--- config.mk ---
export PLATFORM = sky130hd
export DESIGN_NAME = if_id_stall_ctrl
export DESIGN_NICKNAME = d
export VERILOG_FILES = /design/src/rtl/if_id_stall_ctrl_pkg.sv /design/src/rtl/if_id_stall_ctrl_dff_en.sv /design/src/rtl/if_id_stall_ctrl.sv
export SDC_FILE = /design/constraint.sdc
export NUM_CORES = 1
export LEC_CHECK = 0
export ABC_AREA = 1
export CORE_MARGIN = 2
export CORE_UTILIZATION = 45
export CTS_CLUSTER_DIAMETER = 80
export DETAILED_ROUTE_END_ITERATION = 10
export PLACE_DENSITY = 0.82
export SLEW_MARGIN = 15
export SYNTH_ARGS = -nofsm -noshare
export SYNTH_HDL_FRONTEND = slang
export SYNTH_SLANG_ARGS = --single-unit
--- constraint.sdc ---
create_clock -name clk -period 2.6 [get_ports clk]
set_input_delay 0.52 -clock clk [delete_from_list [all_inputs] [get_ports clk]]
set_output_delay 0.52 -clock clk [all_outputs]
set_load 0.01 [all_outputs]
--- src/rtl/if_id_stall_ctrl_pkg.sv ---
`default_nettype none
// ============================================================================
// Module      : if_id_stall_ctrl_pkg
// Description : Shared constants and FSM state encoding for the IF/ID
//               stall/flush/halt controller and the stages around it.
// Revision    : 1.0 - initial release
// ============================================================================
package if_id_stall_ctrl_pkg;

  // Instruction word used as a bubble (opcode 00001).
  localparam logic [15:0] c_NOP_INSTR = 16'h0800;
  // Opcode that stops instruction fetch.
  localparam logic [4:0]  c_HALT_OPC  = 5'b00000;

  typedef enum logic [1:0] {
    ST_RUN   = 2'b00,
    ST_STALL = 2'b01,
    ST_HALT  = 2'b10
  } state_t;

  // Opcode field of a 16-bit instruction word.
  function automatic logic [4:0] opcode_of(input logic [15:0] instr);
    return instr[15:11];
  endfunction

endpackage : if_id_stall_ctrl_pkg
`default_nettype wire

--- src/rtl/if_id_stall_ctrl_dff_en.sv ---
`default_nettype none
// ============================================================================
// Module      : dff_en
// Description : Width-parameterised register with enable and asynchronous
//               active-low reset to a parameterised value.
// Revision    : 1.0 - initial release
// ============================================================================
module dff_en #(
  parameter int               WIDTH   = 16,
  parameter logic [WIDTH-1:0] RST_VAL = '0
) (
  input  logic             clk,
  input  logic             rst_n,
  input  logic             en,
  input  logic [WIDTH-1:0] d,
  output logic [WIDTH-1:0] q
);

  logic [WIDTH-1:0] r_q;

  // Capture d when enabled, otherwise hold.
  always_ff @(posedge clk or negedge rst_n) begin
    if (!rst_n) begin
      r_q <= RST_VAL;
    end else if (en) begin
      r_q <= d;
    end
  end

  assign q = r_q;

endmodule : dff_en
`default_nettype wire

--- src/rtl/if_id_stall_ctrl.sv ---
`default_nettype none
// ============================================================================
// Module      : if_id_stall_ctrl
// Description : IF/ID pipeline register control. Handles hazard stalls,
//               branch squashes and the halt instruction, and drives the PC
//               write enable and the ID/EX bubble request.
// Revision    : 1.0 - initial release
// ============================================================================
module if_id_stall_ctrl
  import if_id_stall_ctrl_pkg::*;
#(
  parameter logic [15:0] NOP_INSTR = c_NOP_INSTR,
  parameter logic [4:0]  HALT_OPC  = c_HALT_OPC
) (
  input  logic        clk,
  input  logic        rst_n,
  input  logic        stall,
  input  logic        flush,
  input  logic [15:0] instr_in,
  input  logic [15:0] pc2_in,
  output logic [15:0] instr_out,
  output logic [15:0] pc2_out,
  output logic        ifid_valid,
  output logic        pc_wr_en,
  output logic        idex_bubble,
  output logic        halted,
  output logic [15:0] stall_cnt
);

  state_t      r_state;
  state_t      w_next_state;
  logic        r_ifid_valid;
  logic        r_halted;
  logic [15:0] r_stall_cnt;

  logic [15:0] w_instr_q;
  logic [15:0] w_pc2_q;
  logic        w_active;
  logic        w_halt_hit;
  logic        w_instr_en;
  logic [15:0] w_instr_d;
  logic        w_pc2_en;
  logic        w_cnt_inc;
  logic        w_pc_wr_en;
  logic        w_idex_bubble;

  // Next-state decode and the combinational pipeline controls.
  always_comb begin
    w_next_state  = r_state;
    w_active      = 1'b0;
    w_halt_hit    = 1'b0;
    w_pc_wr_en    = 1'b0;
    w_idex_bubble = 1'b1;
    case (r_state)
      ST_HALT: begin
        w_next_state = ST_HALT;
      end
      default: begin
        w_active      = 1'b1;
        // A halt only takes effect when it would otherwise advance; a flush
        // squashes it first.
        w_halt_hit    = r_ifid_valid && (opcode_of(w_instr_q) == HALT_OPC)
                        && !stall && !flush;
        w_pc_wr_en    = flush || !stall;
        w_idex_bubble = stall && !flush;
        if (flush) begin
          w_next_state = ST_RUN;
        end else if (stall) begin
          w_next_state = ST_STALL;
        end else if (w_halt_hit) begin
          w_next_state = ST_HALT;
        end else begin
          w_next_state = ST_RUN;
        end
      end
    endcase
  end

  // Instruction register loads on advance or squash; a squash or halt
  // entry replaces the word with a NOP.
  assign w_instr_en = w_active && (flush || !stall);
  assign w_instr_d  = (flush || w_halt_hit) ? NOP_INSTR : instr_in;
  // PC+2 only follows a real advance; a squash leaves it untouched.
  assign w_pc2_en   = w_active && !flush && !stall;
  assign w_cnt_inc  = w_active && stall && !flush;

  dff_en #(
    .WIDTH   (16),
    .RST_VAL (NOP_INSTR)
  ) u_instr_reg (
    .clk   (clk),
    .rst_n (rst_n),
    .en    (w_instr_en),
    .d     (w_instr_d),
    .q     (w_instr_q)
  );

  dff_en #(
    .WIDTH   (16),
    .RST_VAL (16'h0000)
  ) u_pc2_reg (
    .clk   (clk),
    .rst_n (rst_n),
    .en    (w_pc2_en),
    .d     (pc2_in),
    .q     (w_pc2_q)
  );

  // FSM state register; halted mirrors the HALT state as a flop.
  always_ff @(posedge clk or negedge rst_n) begin
    if (!rst_n) begin
      r_state  <= ST_RUN;
      r_halted <= 1'b0;
    end else begin
      r_state  <= w_next_state;
      r_halted <= (w_next_state == ST_HALT);
    end
  end

  // Valid bit: cleared by squash or halt entry, held through stalls.
  always_ff @(posedge clk or negedge rst_n) begin
    if (!rst_n) begin
      r_ifid_valid <= 1'b0;
    end else if (w_active) begin
      if (flush) begin
        r_ifid_valid <= 1'b0;
      end else if (!stall) begin
        r_ifid_valid <= !w_halt_hit;
      end
    end
  end

  // Saturating stalled-cycle counter.
  always_ff @(posedge clk or negedge rst_n) begin
    if (!rst_n) begin
      r_stall_cnt <= 16'h0000;
    end else if (w_cnt_inc && !(&r_stall_cnt)) begin
      r_stall_cnt <= r_stall_cnt + 16'h0001;
    end
  end

  assign instr_out   = w_instr_q;
  assign pc2_out     = w_pc2_q;
  assign ifid_valid  = r_ifid_valid;
  assign pc_wr_en    = w_pc_wr_en;
  assign idex_bubble = w_idex_bubble;
  assign halted      = r_halted;
  assign stall_cnt   = r_stall_cnt;

endmodule : if_id_stall_ctrl
`default_nettype wire

==> results by group <==
Clocking
  • Clk root buf: clkbuf_8
  • Max Buffers Root-to-Sink: 2
  • Hold-fix buffers at CTS: 0
  • H-Tree Depth: 2
  • CTS Buf Count: 5
  • Sink Count: 52
  • Resized cells post-CTS: 0
  • Skew-Pair Late Insertion Delay: 0.30 ns
  • Postcts setup bufs: 0
  • Clk slew on worst S/H paths: 0.09 ns
  • CTS tree: built

Die
  • I/O pin count: 88
  • Rows: 26
  • Die Height: 77.1 microns
  • Die area: 5950 sq um
  • Die W: 77.1 microns
  • Core area: 5140 sq um
  • Initial Utilization: 46.8%

Synthesis
  • #FFs+latches synth: 52
  • Mapped Avg Cell Area: 8.07 sq um
  • Main synth FF type: dfrtp_1
  • Number of synthesized flops with an enable pin: 0
  • Mapped Area: 2410 sq um
  • Net Count, Synth: 335
  • Async set-reset flop share out of synthesis: 100%
  • Sequential area share after synthesis: 54.1%
  • Unique masters post-synth: 25
  • Syn. warnings: 0
  • Post-Synthesis Cells: 298

Pwr
  • Clock power frac: 23.2%
  • Cell Pwr Density: 558 nW/um^2
  • Logic pwr share: 25.8%
  • Overall power: 1.92 mW
  • Peak VDD IR: 0.416 mV
  • Sw frac: 29.3%
  • Leakage: 1.65 nW
  • Reg power frac: 51.1%
  • Psw: 0.563 mW
  • P_int: 1.36 mW

Setup path
  • WP data arrival: 1.90 ns
  • Crit. End Element: primary output
  • Critical path launch point: stall
  • Register-to-Register Path Depth: 8
  • Crit-path max FO: 4
  • Crit path kind: primary input to primary output
  • Reg2reg start: stall_cnt[1]$_DFFE_PN0P_
  • Setup crit start kind: primary input
  • Critical Path RT: 2.08 ns

Timing
  • F_max: 412 MHz
  • Max_slew headroom: 53.1%
  • Worst Max-Slew Pin Slew: 0.702 ns
  • Min cycle time layout: 2.42 ns
  • Fin crit share: 93.3%
  • Fin. max-slew vios: 0
  • Fin Setup TNS: 0 ns
  • Hold slack: 0.325 ns
  • Final setup violating endpoints: 0
  • Clock skew: 0.00712 ns
  • Final Hold Fails: 0
  • Setup ws final: 0.175 ns
  • RSZ-0062 raised after global routing: false

Route
  • Routed wire length: 5810 microns
  • Via density: 4.82
  • 1st-iter DRT viols: 137
  • DR vias: 2222
  • Pre-antenna DRT Iters: 4
  • DRT antenna net count: 0
  • DR WL/cell: 12.6 microns
  • Residual DRC count: 0

Placement
  • Placed inst area: 3360 sq um
  • Final HPWL DP: 4340 microns
  • Placed insts: 453
  • Placer Congestion: 0.843
  • Post-Place Worst Slack: 0.161 ns
  • Number of I/O port buffers: 87

Min path
  • Worst hold-check path type: primary input to asynchronous set/reset pin

Cells and area
  • Commonest non-fill, non-tap cell in the layout: nand2_1
  • # diodes: 0
  • Final Net Count: 427
  • Post-layout util: 66.9%
  • Post-route cell area: 3440 sq um
  • Share of cells above drive strength 1: 6.65%
  • Area grow syn2layout: 43.0%
  • Most frequent cells in the layout: nand2_1 (150), clkdlybuf4s50_1 (86), dfrtp_1 (51)
  • Post-route insts no fill: 461

Global route
  • Total grt overflow: 0
  • First-pass GRT wire length: 10200 microns
  • Antenna violations before repair: 0
  • Vias in the first global route: 2219
  • Largest net degree at the start of global routing: 53
  • GRT Total Usage: 21.1%

Flow run
  • Max cap viols: 0

Outcome
  • Status: completed
## power groups by stage
stage	clock network [mW]	registers, mW	logic, mW
after detailed placement	0	0.996	0.502
final	0.445	0.981	0.495
after global placement	0	0.991	0.489
after CTS	0.462	0.981	0.504
after global routing	0.497	0.997	0.541
after floorplan	0	1.03	0.164
## registers in the layout, summed over array words and instances (netlist names)
register	flops
ifid_valid	1
u_instr_reg.q	16
halted	1
r_state	2
stall_cnt	16
u_pc2_reg.q	16
## cells in the mapped netlist, types with 2 or more instances
library cell	number	area [sq um]
o21ai_0	8	40.0
xnor2_1	6	52.6
inv_1	16	60.1
nand4_1	5	31.3
nand2_2	4	25.0
nor2_1	17	63.8
xor2_1	2	17.5
nand3_1	19	95.1
clkbuf_1	3	11.3
nand2_1	150	563
buf_6	2	22.5
dfrtp_1	51	1280
buf_2	3	15.0
## worst paths after layout
check                                              end  slack (ns)
max in group asynchronous  u_pc2_reg.q[12]$_DFFE_PN0P_        1.84
max reg2reg                  stall_cnt[14]$_DFFE_PN0P_        0.66
max                                           pc_wr_en        0.18
min reg2reg                 u_pc2_reg.q[7]$_DFFE_PN0P_        0.48
min                         u_pc2_reg.q[1]$_DFFE_PN0P_        0.33
min in group clk            u_pc2_reg.q[7]$_DFFE_PN0P_        0.48
## cell type report
cell class	instances	area (sq um)
Fill cell	454	1700
Sequential cell	52	1300
Multi-Input combinational cell	221	988
Timing Repair Buffer	93	911
Tap cell	70	87.6
Clock buffer	6	72.6
Inverter	17	66.3
Clock inverter	2	12.5
## critical path, stage by stage
cell,delay (ns)
clkdlybuf4s50_1,0.47
inv_1,0.06
o21ai_1,0.25
inv_1,0.12
clkdlybuf4s50_1,0.49
## per-layer routing
layer / global-route usage, % / vias up / routed length [microns]
met4: 6.43 / 0 / 46
met5: 0 / - / 0
met1: 27.7 / 1028 / 2630
li1: - / 1107 / -
met3: 5.53 / 5 / 457
met2: 34.4 / 82 / 2680
## kinds of logic (layout without fill, tap and decap cells)
group / Yosys count / after routing / share of synthesized area [%]
AND/OR/NAND/NOR: 201 / 201 / 34.8
XOR/XNOR: 8 / 8 / 2.91
AO/OA/AOI/OAI: 11 / 11 / 2.81
buffers and inverters: 25 / 118 / 4.78
flip-flops: 52 / 52 / 54.1
adder cells (fa/ha/maj): 1 / 1 / 0.520
No activity file was read; power rests on OpenSTA's default activity.
